**src/rtl/ps2_pkg.sv**
```systemverilog
// Shared types and constants for the PS/2 host transmitter and the keyboard receiver.
// Both ends of the link use the same frame layout and command set.
package ps2_pkg;

   typedef enum logic [2:0] {
      ST_IDLE,
      ST_INHIBIT,
      ST_RELEASE,
      ST_SEND,
      ST_ACK
   } state_t;

   localparam logic [7:0] CMD_LEDS   = 8'hED;
   localparam logic [7:0] CMD_RESET  = 8'hFF;
   localparam logic [7:0] CMD_ENABLE = 8'hF4;
   localparam logic [7:0] ACK_BYTE   = 8'hFA;

   // A full frame is start + 8 data + parity + stop; the start bit is driven
   // separately, so the shift register holds the remaining bits.
   localparam int unsigned FRAME_LEN  = 11;
   localparam int unsigned FRAME_BITS = FRAME_LEN - 1;

   // {stop, odd parity, data}, shifted out LSB first
   function automatic logic [FRAME_BITS-1:0] make_frame(input logic [7:0] d);
      return {1'b1, ~^d, d};
   endfunction

endpackage

```
**src/rtl/ps2_filter.sv**
```systemverilog
// PS/2 line conditioning: 2-FF synchronisers on clock and data, a glitch
// filter on the clock line and a one-ce-tick falling-edge pulse.
module ps2_filter #(
   parameter int unsigned FILTER = 8
) (
   input  logic clock,
   input  logic reset,
   input  logic i_ce,
   input  logic i_ck,
   input  logic i_d,
   output logic o_fall,
   output logic o_d
);

   localparam int unsigned FW = (FILTER > 1) ? $clog2(FILTER) : 1;

   logic [1:0]    r_ck_s;
   logic [1:0]    r_d_s;
   logic [FW-1:0] r_cnt;
   logic          r_level;
   logic          r_fall;

   // Synchronisers run every clock; idle lines are high
   always_ff @(posedge clock or negedge reset) begin
      if (!reset) begin
         r_ck_s <= 2'b11;
         r_d_s  <= 2'b11;
      end else begin
         r_ck_s <= {r_ck_s[0], i_ck};
         r_d_s  <= {r_d_s[0], i_d};
      end
   end

   // Level changes only after FILTER consecutive disagreeing samples
   always_ff @(posedge clock or negedge reset) begin
      if (!reset) begin
         r_cnt   <= '0;
         r_level <= 1'b1;
         r_fall  <= 1'b0;
      end else if (i_ce) begin
         r_fall <= 1'b0;
         if (r_ck_s[1] != r_level) begin
            if (r_cnt == FW'(FILTER - 1)) begin
               r_level <= r_ck_s[1];
               r_cnt   <= '0;
               r_fall  <= r_level;
            end else begin
               r_cnt <= r_cnt + FW'(1);
            end
         end else begin
            r_cnt <= '0;
         end
      end
   end

   assign o_fall = r_fall;
   assign o_d    = r_d_s[1];

endmodule

```
**src/rtl/ps2_tx.sv**
```systemverilog
// Host-to-device PS/2 transmitter: inhibits the clock, presents the start bit,
// shifts a command byte out on device clock falls and checks the ack bit.
module ps2_tx
   import ps2_pkg::*;
#(
   parameter int unsigned INHIBIT = 840,
   parameter int unsigned TIMEOUT = 105000,
   parameter int unsigned FILTER  = 8
) (
   input  logic       clock,
   input  logic       reset,
   input  logic       ce,
   input  logic       start,
   input  logic [7:0] data,
   output logic       busy,
   output logic       done,
   output logic       error,
   input  logic       ps2ckI,
   input  logic       ps2dI,
   output logic       ps2ckOe,
   output logic       ps2dOe
);

   localparam int unsigned TMAX = (INHIBIT > TIMEOUT) ? INHIBIT : TIMEOUT;
   localparam int unsigned TW   = (TMAX > 1) ? $clog2(TMAX) : 1;
   localparam int unsigned CW   = $clog2(FRAME_BITS + 1);

   state_t                r_state,  w_state_nxt;
   logic [CW-1:0]         r_cnt,    w_cnt_nxt;
   logic [TW-1:0]         r_timer,  w_timer_nxt;
   logic [FRAME_BITS-1:0] r_frame,  w_frame_nxt;
   logic                  r_busy,   w_busy_nxt;
   logic                  r_done,   w_done_nxt;
   logic                  r_error,  w_error_nxt;
   logic                  r_ckoe,   w_ckoe_nxt;
   logic                  r_doe,    w_doe_nxt;
   logic                  w_fall;
   logic                  w_d_sync;

   ps2_filter #(.FILTER(FILTER)) u_filter (
      .clock  (clock),
      .reset  (reset),
      .i_ce   (ce),
      .i_ck   (ps2ckI),
      .i_d    (ps2dI),
      .o_fall (w_fall),
      .o_d    (w_d_sync)
   );

   always_ff @(posedge clock or negedge reset) begin
      if (!reset) begin
         r_state <= ST_IDLE;
         r_cnt   <= '0;
         r_timer <= '0;
         r_frame <= '0;
         r_busy  <= 1'b0;
         r_done  <= 1'b0;
         r_error <= 1'b0;
         r_ckoe  <= 1'b0;
         r_doe   <= 1'b0;
      end else begin
         r_state <= w_state_nxt;
         r_cnt   <= w_cnt_nxt;
         r_timer <= w_timer_nxt;
         r_frame <= w_frame_nxt;
         r_busy  <= w_busy_nxt;
         r_done  <= w_done_nxt;
         r_error <= w_error_nxt;
         r_ckoe  <= w_ckoe_nxt;
         r_doe   <= w_doe_nxt;
      end
   end

   // Everything holds while ce=0, so pulses stay exactly one ce tick wide
   always_comb begin
      w_state_nxt = r_state;
      w_cnt_nxt   = r_cnt;
      w_timer_nxt = r_timer;
      w_frame_nxt = r_frame;
      w_busy_nxt  = r_busy;
      w_done_nxt  = r_done;
      w_error_nxt = r_error;
      w_ckoe_nxt  = r_ckoe;
      w_doe_nxt   = r_doe;
      if (ce) begin
         w_done_nxt  = 1'b0;
         w_error_nxt = 1'b0;
         unique case (r_state)
            ST_IDLE: begin
               w_busy_nxt = 1'b0;
               w_ckoe_nxt = 1'b0;
               w_doe_nxt  = 1'b0;
               if (start) begin
                  w_frame_nxt = make_frame(data);
                  w_cnt_nxt   = '0;
                  w_timer_nxt = '0;
                  w_busy_nxt  = 1'b1;
                  w_ckoe_nxt  = 1'b1;
                  w_state_nxt = ST_INHIBIT;
               end
            end
            ST_INHIBIT: begin
               if (r_timer == TW'(INHIBIT - 1)) begin
                  w_doe_nxt   = 1'b1;
                  w_timer_nxt = '0;
                  w_state_nxt = ST_RELEASE;
               end else begin
                  w_timer_nxt = r_timer + TW'(1);
               end
            end
            ST_RELEASE: begin
               // Falls caused by our own inhibit are ignored here
               w_ckoe_nxt  = 1'b0;
               w_timer_nxt = '0;
               w_state_nxt = ST_SEND;
            end
            ST_SEND: begin
               if (w_fall) begin
                  w_doe_nxt   = ~r_frame[0];
                  w_frame_nxt = {1'b0, r_frame[FRAME_BITS-1:1]};
                  w_cnt_nxt   = r_cnt + CW'(1);
                  w_timer_nxt = '0;
                  if (r_cnt == CW'(FRAME_BITS - 1))
                     w_state_nxt = ST_ACK;
               end else if (r_timer == TW'(TIMEOUT - 1)) begin
                  w_ckoe_nxt  = 1'b0;
                  w_doe_nxt   = 1'b0;
                  w_busy_nxt  = 1'b0;
                  w_error_nxt = 1'b1;
                  w_state_nxt = ST_IDLE;
               end else begin
                  w_timer_nxt = r_timer + TW'(1);
               end
            end
            ST_ACK: begin
               if (w_fall) begin
                  w_done_nxt  = ~w_d_sync;
                  w_error_nxt = w_d_sync;
                  w_busy_nxt  = 1'b0;
                  w_doe_nxt   = 1'b0;
                  w_ckoe_nxt  = 1'b0;
                  w_state_nxt = ST_IDLE;
               end else if (r_timer == TW'(TIMEOUT - 1)) begin
                  w_ckoe_nxt  = 1'b0;
                  w_doe_nxt   = 1'b0;
                  w_busy_nxt  = 1'b0;
                  w_error_nxt = 1'b1;
                  w_state_nxt = ST_IDLE;
               end else begin
                  w_timer_nxt = r_timer + TW'(1);
               end
            end
            default: w_state_nxt = ST_IDLE;
         endcase
      end
   end

   assign busy    = r_busy;
   assign done    = r_done;
   assign error   = r_error;
   assign ps2ckOe = r_ckoe;
   assign ps2dOe  = r_doe;

endmodule
```
**config.mk**
```make
export PLATFORM = sky130hd
export DESIGN_NAME = ps2_tx
export DESIGN_NICKNAME = d
export VERILOG_FILES = /design/src/rtl/ps2_pkg.sv /design/src/rtl/ps2_filter.sv /design/src/rtl/ps2_tx.sv
export SDC_FILE = /design/constraint.sdc
export NUM_CORES = 1
export LEC_CHECK = 0
export ABC_AREA = 1
export CORE_ASPECT_RATIO = 0.75
export CORE_MARGIN = 2
export CORE_UTILIZATION = 35
export DETAILED_ROUTE_END_ITERATION = 8
export HOLD_SLACK_MARGIN = 0.02
export PLACE_DENSITY_LB_ADDON = 0.25
export SLEW_MARGIN = 30
export SYNTH_ARGS = -nofsm -noshare
export SYNTH_HDL_FRONTEND = slang
export SYNTH_SLANG_ARGS = --single-unit
```
**constraint.sdc**
```tcl
create_clock -name clock -period 2.1 [get_ports clock]
set_input_delay 0.315 -clock clock [delete_from_list [all_inputs] [get_ports clock]]
set_output_delay 0.315 -clock clock [all_outputs]
set_load 0.01 [all_outputs]
```
* Word-level counts from Yosys, hierarchy flattened *
Cells that the tools add are included.
Widths: inputs -> output; s select.

word-level totals
  input bits = 14
  register bits = 48
  logic and storage cells = 91
  output and inout port bits = 5

cells by class
  reductions and logical operators = 14
  mux-type cells = 43
  bitwise operators = 2
  eq/ne operators = 15
  add/sub/neg operators = 3

operator list
  operator               number
  $mux 17                5
  $pmux 17 s5            1
  $mux 3                 8
  $mux 10                2
  $pmux 10 s2            1
  $mux 1                 18
  $add 17x1->17 const B  1
  $eq 17x10->1 const B   1
  $eq 17x17->1 const B   1
  $pmux 3 s5             1
  $reduce_and 3->1       4
  $reduce_and 4->1       3
  $mux 4                 2
  $ne 2x2->1 const B     4
  $pmux 1 s4             2
  $pmux 4 s2             1
  $reduce_bool 4->1      2
  $reduce_xnor 8->1      1
  $eq 3x2->1 const B     2
  $eq 3x3->1 const B     2
  $reduce_bool 5->1      1
  $add 4x1->4 const B    1
  $eq 4x4->1 const B     1
  $add 3x1->3 const B    1
  10 further kinds       11

* Logic depth before layout (Yosys ltp) *
Gate-level depths: netlist of run 1.

  depth in word-level cells = 4
  gate-level depth with buffers = 12
  mapped depth without buffers = 11

* Cells and area by module *
From an unflattened synthesis of run 1, not the netlist that was laid out.

unflattened totals
  cell total of the unflattened synthesis = 380
  area, all modules = 2,869.0 um^2

by module, submodules not included
  module      area each (um^2)  instances  seq. area each (um^2)  cells an instance
  ps2_tx      2,499.9           1          975.9                  341
  ps2_filter  369.1             1          231.5                  39

* Worst setup path before layout of run 1 *
Ideal clock, no wire load.

  path kind = register to register
  start = register r_timer[0]
  end = register r_timer[14]
  arrival = 1,397 ps
  stages on the path, launching flop included = 9
  library setup time = 83 ps
  data required time = 2,017 ps
  setup slack = 620 ps
  path buffers = 0
  period minus slack after synthesis = 1,480 ps
  cells stage by stage = dfrtp_1 > ha_1 > nand2_1 > nor2_4 > nand2_1 > nor2_1 > nand2_1 > xor2_1 > o21ai_0

between the ends
  longest elaborated chain between the ends = 4
  elaborated cells on any way between the ends = 8
  classes of those cells = 1 x add/sub; 2 x eq/ne; 5 x mux

RTL lines
  what                                                  line                          text
  start, declared                                       ps2_tx.sv:30                  logic [TW-1:0] r_timer, w_timer_nxt;
  start signal, assigned                                ps2_tx.sv:64                  r_timer <= w_timer_nxt;
  $add 17x1->17 / $eq 17x17->1 (equally long branches)  -
  $mux 17                                               ps2_tx.sv:125, ps2_tx.sv:143
  $mux 17, on equally long branches                     ps2_tx.sv:136, ps2_tx.sv:118
  $pmux 17 s5 (*)                                       ps2_tx.sv:88                  unique case (r_state)

Mark *: on every way between the ends. The rest lies on a longest branch, timed or not. The select of a mux whose other input is x is not followed.
A chain may end at the register's enable or synchronous reset.

* Worst setup path after layout of run 1 *
Same ends and word-level chain as after synthesis.

==> run summary, run 1 <==
At the end of the flow, the number of nets in the layout was 427. The number of nets in the synthesized netlist is 404. The maximum net fanout on the critical path came out at 5. 0 antenna diodes ended up in the layout. Summing all flip-flop and latch instances after layout gives 0.00121 mm2. The endpoint type of the worst setup path was a flop. After detailed routing, the number of remaining DRC violations is 0.

In this run the tool buffered the top-level ports with 18 buffer cells. The number of maximum-capacitance violations is 0. CTS placed an instance of sky130_fd_sc_hd__clkbuf_8 at the clock tree root. Most area-hungry cell type in the Yosys netlist: sky130_fd_sc_hd__dfrtp_1. The post-route netlist has 11.0% of its cells at a drive strength greater than 1.

Summed over all nets, the half-perimeter wirelength after detailed placement is 4.93 mm. Each instance of the synthesized netlist takes up on average 7.54 um2. The tools report the maximum number of pins on one net before global-route repair as 24. For the latest clock arrival within the worst-skew pair, the log shows 0.31 ns. Dividing the final minimum period by the clock period gives 87.4%. The first-pass GRT wire length is 11.5 mm.

STA classifies the critical path startpoint as a flop. The tools report the final count of pins violating max slew as 0. VDD sags by at most 0.526 mV. The total wire length came out at 6.61 mm. In the post-synthesis netlist, the biggest area contributors are sky130_fd_sc_hd__dfrtp_1 (37%), sky130_fd_sc_hd__nand2_1 (15%), sky130_fd_sc_hd__nand3_1 (5.3%). The run finished with clean final reports. The placed instances occupy a cell area of 0.00319 mm2.

After synthesis, flip-flops and latches occupy 41.6% of the total area. Setup violations remaining at the end of the flow were counted as 0. The logs give 0 for the initial antenna violation count and 38 for the number of unique standard cell types used by synthesis.

The clock-pin slew on the worst setup and hold paths was 0.09 ns. Once layout is complete, the utilization of the core stands at 41.9%. The top-area cell type share of the netlist area works out to 37.1%.

Synthesis inferred 48 register bits. The clock tree synthesis step divided the H-tree into 2 levels. For this block, the via count after detailed routing is 2500.

Fill cells in the final layout number 773. The number of DRC markers in iteration 0 is 153, and the met1 wire length is 3.59 mm. For the worst-case clock buffer depth, the log shows 2. Setup repair after global routing left no endpoint under its margin.

The tools report the overflow left after global routing as 0. Once the floorplan was initialized, standard cells occupied 36.5% of the core. For this design the static power due to leakage is 1.56 nW.

For the pin with the worst max-slew slack, the measured transition is 0.508 ns. The number of cells produced by synthesis is 385, and the post-synth design cell area is 0.00290 mm2. The logs give 28 for the number of core rows and 66.1% for the headroom to the max-slew limit. The setup skew after layout was 0.0109 ns. Signal routing reaches up to met4.

The die is 82.9 um tall. Counting I/O delays and the setup requirement, the final critical path takes 1.84 ns. For this run, the total global-route usage over all layers was measured as 15.8%. In the synthesized netlist the async set-or-reset flop fraction comes to 100%. The via count of the first global-routing pass is 2368, and the cell area power density is 980 mW/mm2.

Routability-driven placement finished with a final weighted congestion of 0.941. CTS saw 48 sinks. In the routed layout, each cell is associated on average with a via count of 4.86. Counting flops with a built-in enable in the synthesized netlist gives 0. Compared with the post-synthesis result, the final layout area differs by 14.8%.

The area of the core came out at 0.00795 mm2. For the setup TNS, the log shows 0 ns. Library cell with the highest instance count after synthesis: sky130_fd_sc_hd__nand2_1. The kind of critical path was reg2reg. The tools report the number of detailed-route iterations in the first pass as 4. The routed length on met2 is 2.66 mm.

The tightest min-delay check is of the reg2reg type. The run gives 19 as the total I/O pin count. The die footprint came out at 0.00904 mm2. For this run, the number of Yosys warnings is 0.

Summing all multi-input logic gate instances after layout gives 0.00146 mm2. After detailed routing, the average wire length per cell comes to 12.9 um. After synthesis, the most frequently instantiated cells are sky130_fd_sc_hd__nand2_1 (114), sky130_fd_sc_hd__dfrtp_1 (43), sky130_fd_sc_hd__nor2_1 (40), sky130_fd_sc_hd__inv_1 (36), sky130_fd_sc_hd__nand3_1 (31). The detailed-routed wire length on met3 was 297 um; the width of the die was 109 um. The logs give 2.32 ns for the required time of the worst setup path and 2.06 ns for the data arrival time of the critical path. The most frequently used flop master after synthesis is sky130_fd_sc_hd__dfrtp_1.

For the post-detailed-route count of antenna-violating nets, the log shows 0. The tools report the number of failing hold endpoints at the final stage as 0. The area of all placed cells without fillers is 0.00333 mm2, and the total clock buffers created by CTS is 5. Based on the critical path, the design can be clocked at up to 545 MHz. TritonCTS built the clock tree.
-- cells by family (layout without fill, tap and decap cells) --
| kind of cell | count (synthesis) | in the layout | share of synthesized area, % |
|---|---|---|---|
| flip-flops | 48 | 48 | 41.6 |
| multiplexers | 1 | 1 | 0.345 |
| AND/OR/NAND/NOR | 212 | 212 | 32.3 |
| AO/OA/AOI/OAI | 48 | 48 | 10.2 |
| adder cells (fa/ha/maj) | 5 | 5 | 2.16 |
| XOR/XNOR | 18 | 18 | 5.43 |
| buffers and inverters | 53 | 77 | 7.93 |
-- layer usage --
layer	track usage [%]	vias to the layer above
met2	21.1	51
met4	3.50	0
li1	-	1279
met3	3.38	7
met1	25.5	1163
met5	0	-
-- power by group --
part | internal (W) | total (W) | leakage [nW] | switching (W)
Clock | 0.000421 | 0.000749 | 0.0645 | 0.000328
Sequential | 0.00114 | 0.00132 | 0.608 | 0.000181
Combinational | 0.000459 | 0.00119 | 0.890 | 0.000736
-- stage by stage --
step	hold slack (ns)	cells	setup WS (ns)	total power (W)
global route	0.367	514	0.176	0.00353
detailed placement	0.322	505	0.271	0.00254
global placement	0.312	505	0.348	0.00252
floorplan	0.0194	385	0.620	0.00223
finish	0.357	514	0.264	0.00327
CTS	0.365	514	0.302	0.00330
-- cell usage in the layout (no fill, tap or decap), types with 2 or more instances in the layout --
cell,count
sky130_fd_sc_hd__nor2_4,4
sky130_fd_sc_hd__nand3_1,31
sky130_fd_sc_hd__o22ai_1,2
sky130_fd_sc_hd__nand3b_1,2
sky130_fd_sc_hd__inv_2,6
sky130_fd_sc_hd__a21oi_1,9
sky130_fd_sc_hd__dfstp_2,5
sky130_fd_sc_hd__ha_1,5
sky130_fd_sc_hd__nand4_1,5
sky130_fd_sc_hd__o21ai_1,6
sky130_fd_sc_hd__nor2_2,3
sky130_fd_sc_hd__nor3_1,5
sky130_fd_sc_hd__nor2_1,40
sky130_fd_sc_hd__inv_1,36
sky130_fd_sc_hd__xnor2_1,7
sky130_fd_sc_hd__buf_4,7
sky130_fd_sc_hd__o21ai_0,13
sky130_fd_sc_hd__clkbuf_8,7
sky130_fd_sc_hd__nand2_1,114
sky130_fd_sc_hd__dfrtp_1,43
sky130_fd_sc_hd__a22oi_1,2
sky130_fd_sc_hd__clkdlybuf4s50_1,17
sky130_fd_sc_hd__nand2_2,5
sky130_fd_sc_hd__xor2_1,11
sky130_fd_sc_hd__a31oi_1,9
-- final timing paths --
check / start / to / slack (ns) / depth (start not counted)
max in group asynchronous: reset / u_filter.r_level / 0.95 / 3
min in group asynchronous: reset / r_frame[5] / 0.50 / 2
worst min register to register: u_filter.r_d_s[0] / u_filter.r_d_s[1] / 0.36 / 0
worst max-delay path: r_timer[0] / r_timer[14] / 0.26 / 8
worst max register to register: r_timer[0] / r_timer[14] / 0.26 / 8
worst min-delay path: u_filter.r_d_s[0] / u_filter.r_d_s[1] / 0.36 / 0
-- worst max-delay path, stage by stage (launching register included) --
cell and delay (ns):
sky130_fd_sc_hd__dfrtp_1 0.42, sky130_fd_sc_hd__ha_1 0.23, sky130_fd_sc_hd__nand2_1 0.12, sky130_fd_sc_hd__nor2_4 0.16, sky130_fd_sc_hd__nand2_1 0.13, sky130_fd_sc_hd__nor2_1 0.24
sky130_fd_sc_hd__nand2_1 0.11, sky130_fd_sc_hd__xor2_1 0.16, sky130_fd_sc_hd__o21ai_0 0.16
-- final cells by class --
class / count / area share (%)
Inverter: 43 / 4.92
Clock inverter: 1 / 0.902
Tap cell: 105 / 3.94
Sequential cell: 48 / 36.3
Timing Repair Buffer: 26 / 7.14
Clock buffer: 7 / 2.89
Multi-Input combinational cell: 284 / 44.0
-- registers in the layout (all words and copies together), names as in the netlist --
signal and cells:
u_filter.r_cnt 3, u_filter.r_level 1, r_cnt 4, busy 1
r_frame 10, done 1, r_timer 17, u_filter.r_d_s 2
ps2dOe 1, ps2ckOe 1, r_state 3, u_filter.r_ck_s 2
u_filter.o_fall 1, error 1
-- repair_timing --
action                     in CTS  in global routing
setup buffers                   0                  0
hold buffers                    1                  0
gates resized for setup         0                  0
hold endpoints to repair       19                  0
setup endpoints to repair       0                  0
Note: power is estimated with default switching activity, not from simulation.
==> run 2, diff against run 1 <==
--- a/config.mk
+++ b/config.mk
@@ -6,6 +6,8 @@
 export NUM_CORES = 1
 export LEC_CHECK = 0
 export ABC_AREA = 1
+export CELL_PAD_IN_SITES_DETAIL_PLACEMENT = 1
+export CELL_PAD_IN_SITES_GLOBAL_PLACEMENT = 2
 export CORE_ASPECT_RATIO = 0.75
 export CORE_MARGIN = 2
 export CORE_UTILIZATION = 35
==> run summary, run 2 (same netlist as run 1, synthesis figures left out) <==
The run gives 513 (was 514) as the final standard cell count with taps included and fillers excluded. The total track usage was 18.0% (was 15.8%). The number of flip-flops under the largest register name came out at 17 (unchanged).

The initial antenna violation count is 0 (unchanged), and the antenna diode instance count is 0 (unchanged). The height of the chip works out to 82.9 um (unchanged). The run gives 2 (unchanged) as the worst-case clock buffer depth.

The fraction of final layout cells with drive strength greater than 1 is 10.8% (was 11.0%), and the highest achievable clock rate is 545 MHz (about the same). Setup repair after global routing left no endpoint under its margin. The initial core utilization is 36.5% (unchanged). The tools report the startpoint type of the worst setup path as a flop (unchanged). The delay of the slowest cell on the worst path is 0.58 ns (was 0.42 ns), and the clock-pin slew on the worst setup and hold paths is 0.10 ns (was 0.09 ns). The logs give 0.00146 mm2 (unchanged) for the total area of multi-input combinational cells and 0.30 ns (was 0.31 ns) for the latest clock arrival within the worst-skew pair. The tools report the number of maximum-capacitance violations as 0 (unchanged). The run gives 2.32 ns (about the same) as the required time of the worst setup path. The logs give 504 (was 505) for the total placed cells including tap cells and 28 (unchanged) for the number of core rows. For the total power consumption of the routed design, the log shows 0.00331 W (was 0.00327 W). Worst voltage drop across the vdd grid: 0.497 mV (was 0.526 mV).

The flow ran to the end, and the final reports show no timing, DRC or antenna violations. The count of buffer and inverter cells on the critical path works out to 1 (was 0). The count of buffers inserted at the top-level ports works out to 18 (unchanged). Cell class contributing the biggest share of worst-path delay: simple AND/OR/NAND/NOR gates (unchanged). The global placer's final weighted congestion is 0.862 (was 0.941). Register containing the most flip-flops in the final layout: r_timer (unchanged). The clock root buffer was sky130_fd_sc_hd__clkbuf_8 (unchanged). The via count of the routed design came out at 2505 (was 2500). The data arrival time of the critical path is 2.05 ns (was 2.06 ns), and the cell area power density is 992 mW/mm2 (was 980 mW/mm2).

The total I/O pin count is 19 (unchanged). The number of detailed-route iterations in the first pass was 4 (unchanged). Highest-count cells in the layout ignoring fill and taps: sky130_fd_sc_hd__nand2_1 (114), sky130_fd_sc_hd__dfrtp_1 (43), sky130_fd_sc_hd__nor2_1 (40) (unchanged).

The wire length per cell after detailed routing came out at 14.8 um (was 12.9 um). The worst reg2reg path startpoint was r_state[1] (was r_timer[0]). Kind of critical path: reg2reg (unchanged). The most numerous cell on the critical path is sky130_fd_sc_hd__nand2_1 (unchanged). The number of sinks on the clock net is 48 (unchanged). The via-per-instance ratio was 4.88 (was 4.86); the slack of the worst reg-to-reg path was 0.27 ns (was 0.26 ns).

The library cell contributing the largest single delay on the critical path was sky130_fd_sc_hd__dfrtp_1 (unchanged). The headroom to the max-slew limit was 66.0% (was 66.1%); the maximum net fanout on the critical path was 16 (was 5). Width of the die: 109 um (unchanged).

Cells along the critical path: nand3_4, nor2_1, nor2_2, inv_2, nand2_1, nand2_2, nand2_1, o21ai_1 (was ha_1, nand2_1, nor2_4, nand2_1, nor2_1, nand2_1, xor2_1, o21ai_0). The synthesis-to-finish area growth was 15.0% (was 14.8%); the area of the core was 0.00795 mm2 (unchanged). The total wire length was 7.57 mm (was 6.61 mm).

The HPWL after detailed placement came out at 5.86 mm (was 4.93 mm). Endpoint type of the worst setup path: a flop (unchanged). The slew of the pin with the lowest slew margin was 0.510 ns (was 0.508 ns). Leading registers by flop count: r_timer x17, r_frame x10, r_cnt x4 (unchanged). The sequential cell area in the final layout is 0.00121 mm2 (unchanged). The run gives 0 ns (unchanged) as the setup TNS.

The maximum number of pins on one net before global-route repair was 31 (was 24). The shortest period the worst path allows works out to 1.83 ns (was 1.84 ns). The run gives 0 (unchanged) as the post-detailed-route count of antenna-violating nets. Die footprint: 0.00904 mm2 (unchanged). For the number of DRC markers in iteration 0, the log shows 100 (was 153). Reg-to-reg critical path endpoint: r_timer[2] (was r_timer[14]). For the total clock buffers created by CTS, the log shows 5 (unchanged).

The DRC violation count after routing is 0 (unchanged), and the overflow left after global routing is 0 (unchanged). The final critical-path share of the clock period works out to 87.4% (about the same). Number of failing hold endpoints at the final stage: 0 (unchanged). The tools report the via count of the first global-routing pass as 2540 (was 2368).

TritonCTS built the clock tree. The total number of nets in the final design came out at 426 (was 427). The final setup violation count is 0 (unchanged), and the CTS H-tree depth is 2 (unchanged). The run gives 0 (unchanged) as the final count of pins violating max slew. The logic depth of the worst register-to-register path works out to 8 (unchanged). The commonest non-fill, non-tap cell in the layout is sky130_fd_sc_hd__nand2_1 (unchanged). The tools report the destination of the worst hold path as u_filter.r_ck_s[1] (was u_filter.r_d_s[1]). The logs give 998 (was 773) for the number of filler cells placed in the layout and 12.9 mm (was 11.5 mm) for the first-pass GRT wire length.

The worst hold path stage count is 0 (unchanged). The static leakage power came out at 1.56 nW (about the same). The class of the worst hold path was reg2reg (unchanged).

The count of instances resized after the clock tree is built came out at 0 (unchanged). The startpoint of the lowest-slack hold path was u_filter.r_ck_s[0] (was u_filter.r_d_s[0]). The tools report the setup skew after layout as 0.00912 ns (was 0.0109 ns).
## run 2: metrics by stage
| step | hold slack, ns | instance area, um2 | setup WS, ns | utilization [%] |
|---|---|---|---|---|
| finish | 0.360 | 3340 | 0.265 | 41.9 |
| global route | 0.367 | 3340 | 0.0518 | 41.9 |
| CTS | 0.361 | 3340 | 0.229 | 41.9 |
| detailed placement | 0.314 | 3200 | 0.259 | 40.2 |
| global placement | 0.306 | 3200 | 0.270 | 40.2 |
| floorplan | 0.0194 | 2900 | 0.620 | - |
## run 2: routing by layer
metal | global-route usage, % | vias to the layer above | routed length [um]
met1 | 28.6 | 1196 | 4280
li1 | - | 1284 | -
met3 | 2.83 | 5 | 152
met5 | 0 | - | 0
met4 | 3.15 | 0 | 52
met2 | 25.8 | 20 | 3080
## run 2: where the power goes
part           internal, W  total, W  switching (W)  leakage (nW)
Combinational     0.000462   0.00124       0.000777         0.890
Clock             0.000421  0.000745       0.000324        0.0645
Sequential         0.00114   0.00132       0.000184         0.608
## run 2: worst max-delay path by stage
stage          startpoint     endpoint  depth (start not counted)
6_report       r_state[1]   r_timer[2]                          8
5_1_grt        r_state[1]   r_timer[2]                          8
4_1_cts        r_state[1]   r_timer[2]                          8
3_5_place_dp   r_state[1]   r_timer[2]                          8
3_3_place_gp   r_state[1]  r_timer[14]                          8
2_1_floorplan  r_timer[0]  r_timer[14]                          8
## run 2: cell type report
cell class	instances	area share [%]
Clock buffer	7	2.89
Clock inverter	1	0.900
Inverter	43	4.91
Multi-Input combinational cell	284	43.9
Sequential cell	48	36.2
Tap cell	105	3.94
Timing Repair Buffer	25	7.28
## run 2: worst reg2reg max path, stage by stage, from the launching register on
cell	delay [ns]
sky130_fd_sc_hd__dfrtp_1	0.58
sky130_fd_sc_hd__nand3_4	0.27
sky130_fd_sc_hd__nor2_1	0.25
sky130_fd_sc_hd__nor2_2	0.08
sky130_fd_sc_hd__inv_2	0.06
sky130_fd_sc_hd__nand2_1	0.07
sky130_fd_sc_hd__nand2_2	0.17
sky130_fd_sc_hd__nand2_1	0.12
sky130_fd_sc_hd__o21ai_1	0.16
## run 2: repair_timing
item / in CTS / in global routing
hold endpoints to repair: 17 / 0
hold buffers: 1 / 0
setup buffers: 0 / 0
==> run 3, diff against run 2 <==
--- a/config.mk
+++ b/config.mk
@@ -12,9 +12,10 @@
 export CORE_MARGIN = 2
 export CORE_UTILIZATION = 35
 export DETAILED_ROUTE_END_ITERATION = 8
+export GPL_ROUTABILITY_DRIVEN = 0
 export HOLD_SLACK_MARGIN = 0.02
 export PLACE_DENSITY_LB_ADDON = 0.25
-export SLEW_MARGIN = 30
+export SLEW_MARGIN = 15
 export SYNTH_ARGS = -nofsm -noshare
 export SYNTH_HDL_FRONTEND = slang
 export SYNTH_SLANG_ARGS = --single-unit
==> results of run 3 <==
Final layout, timing and power as in run 2 (identical DEF).
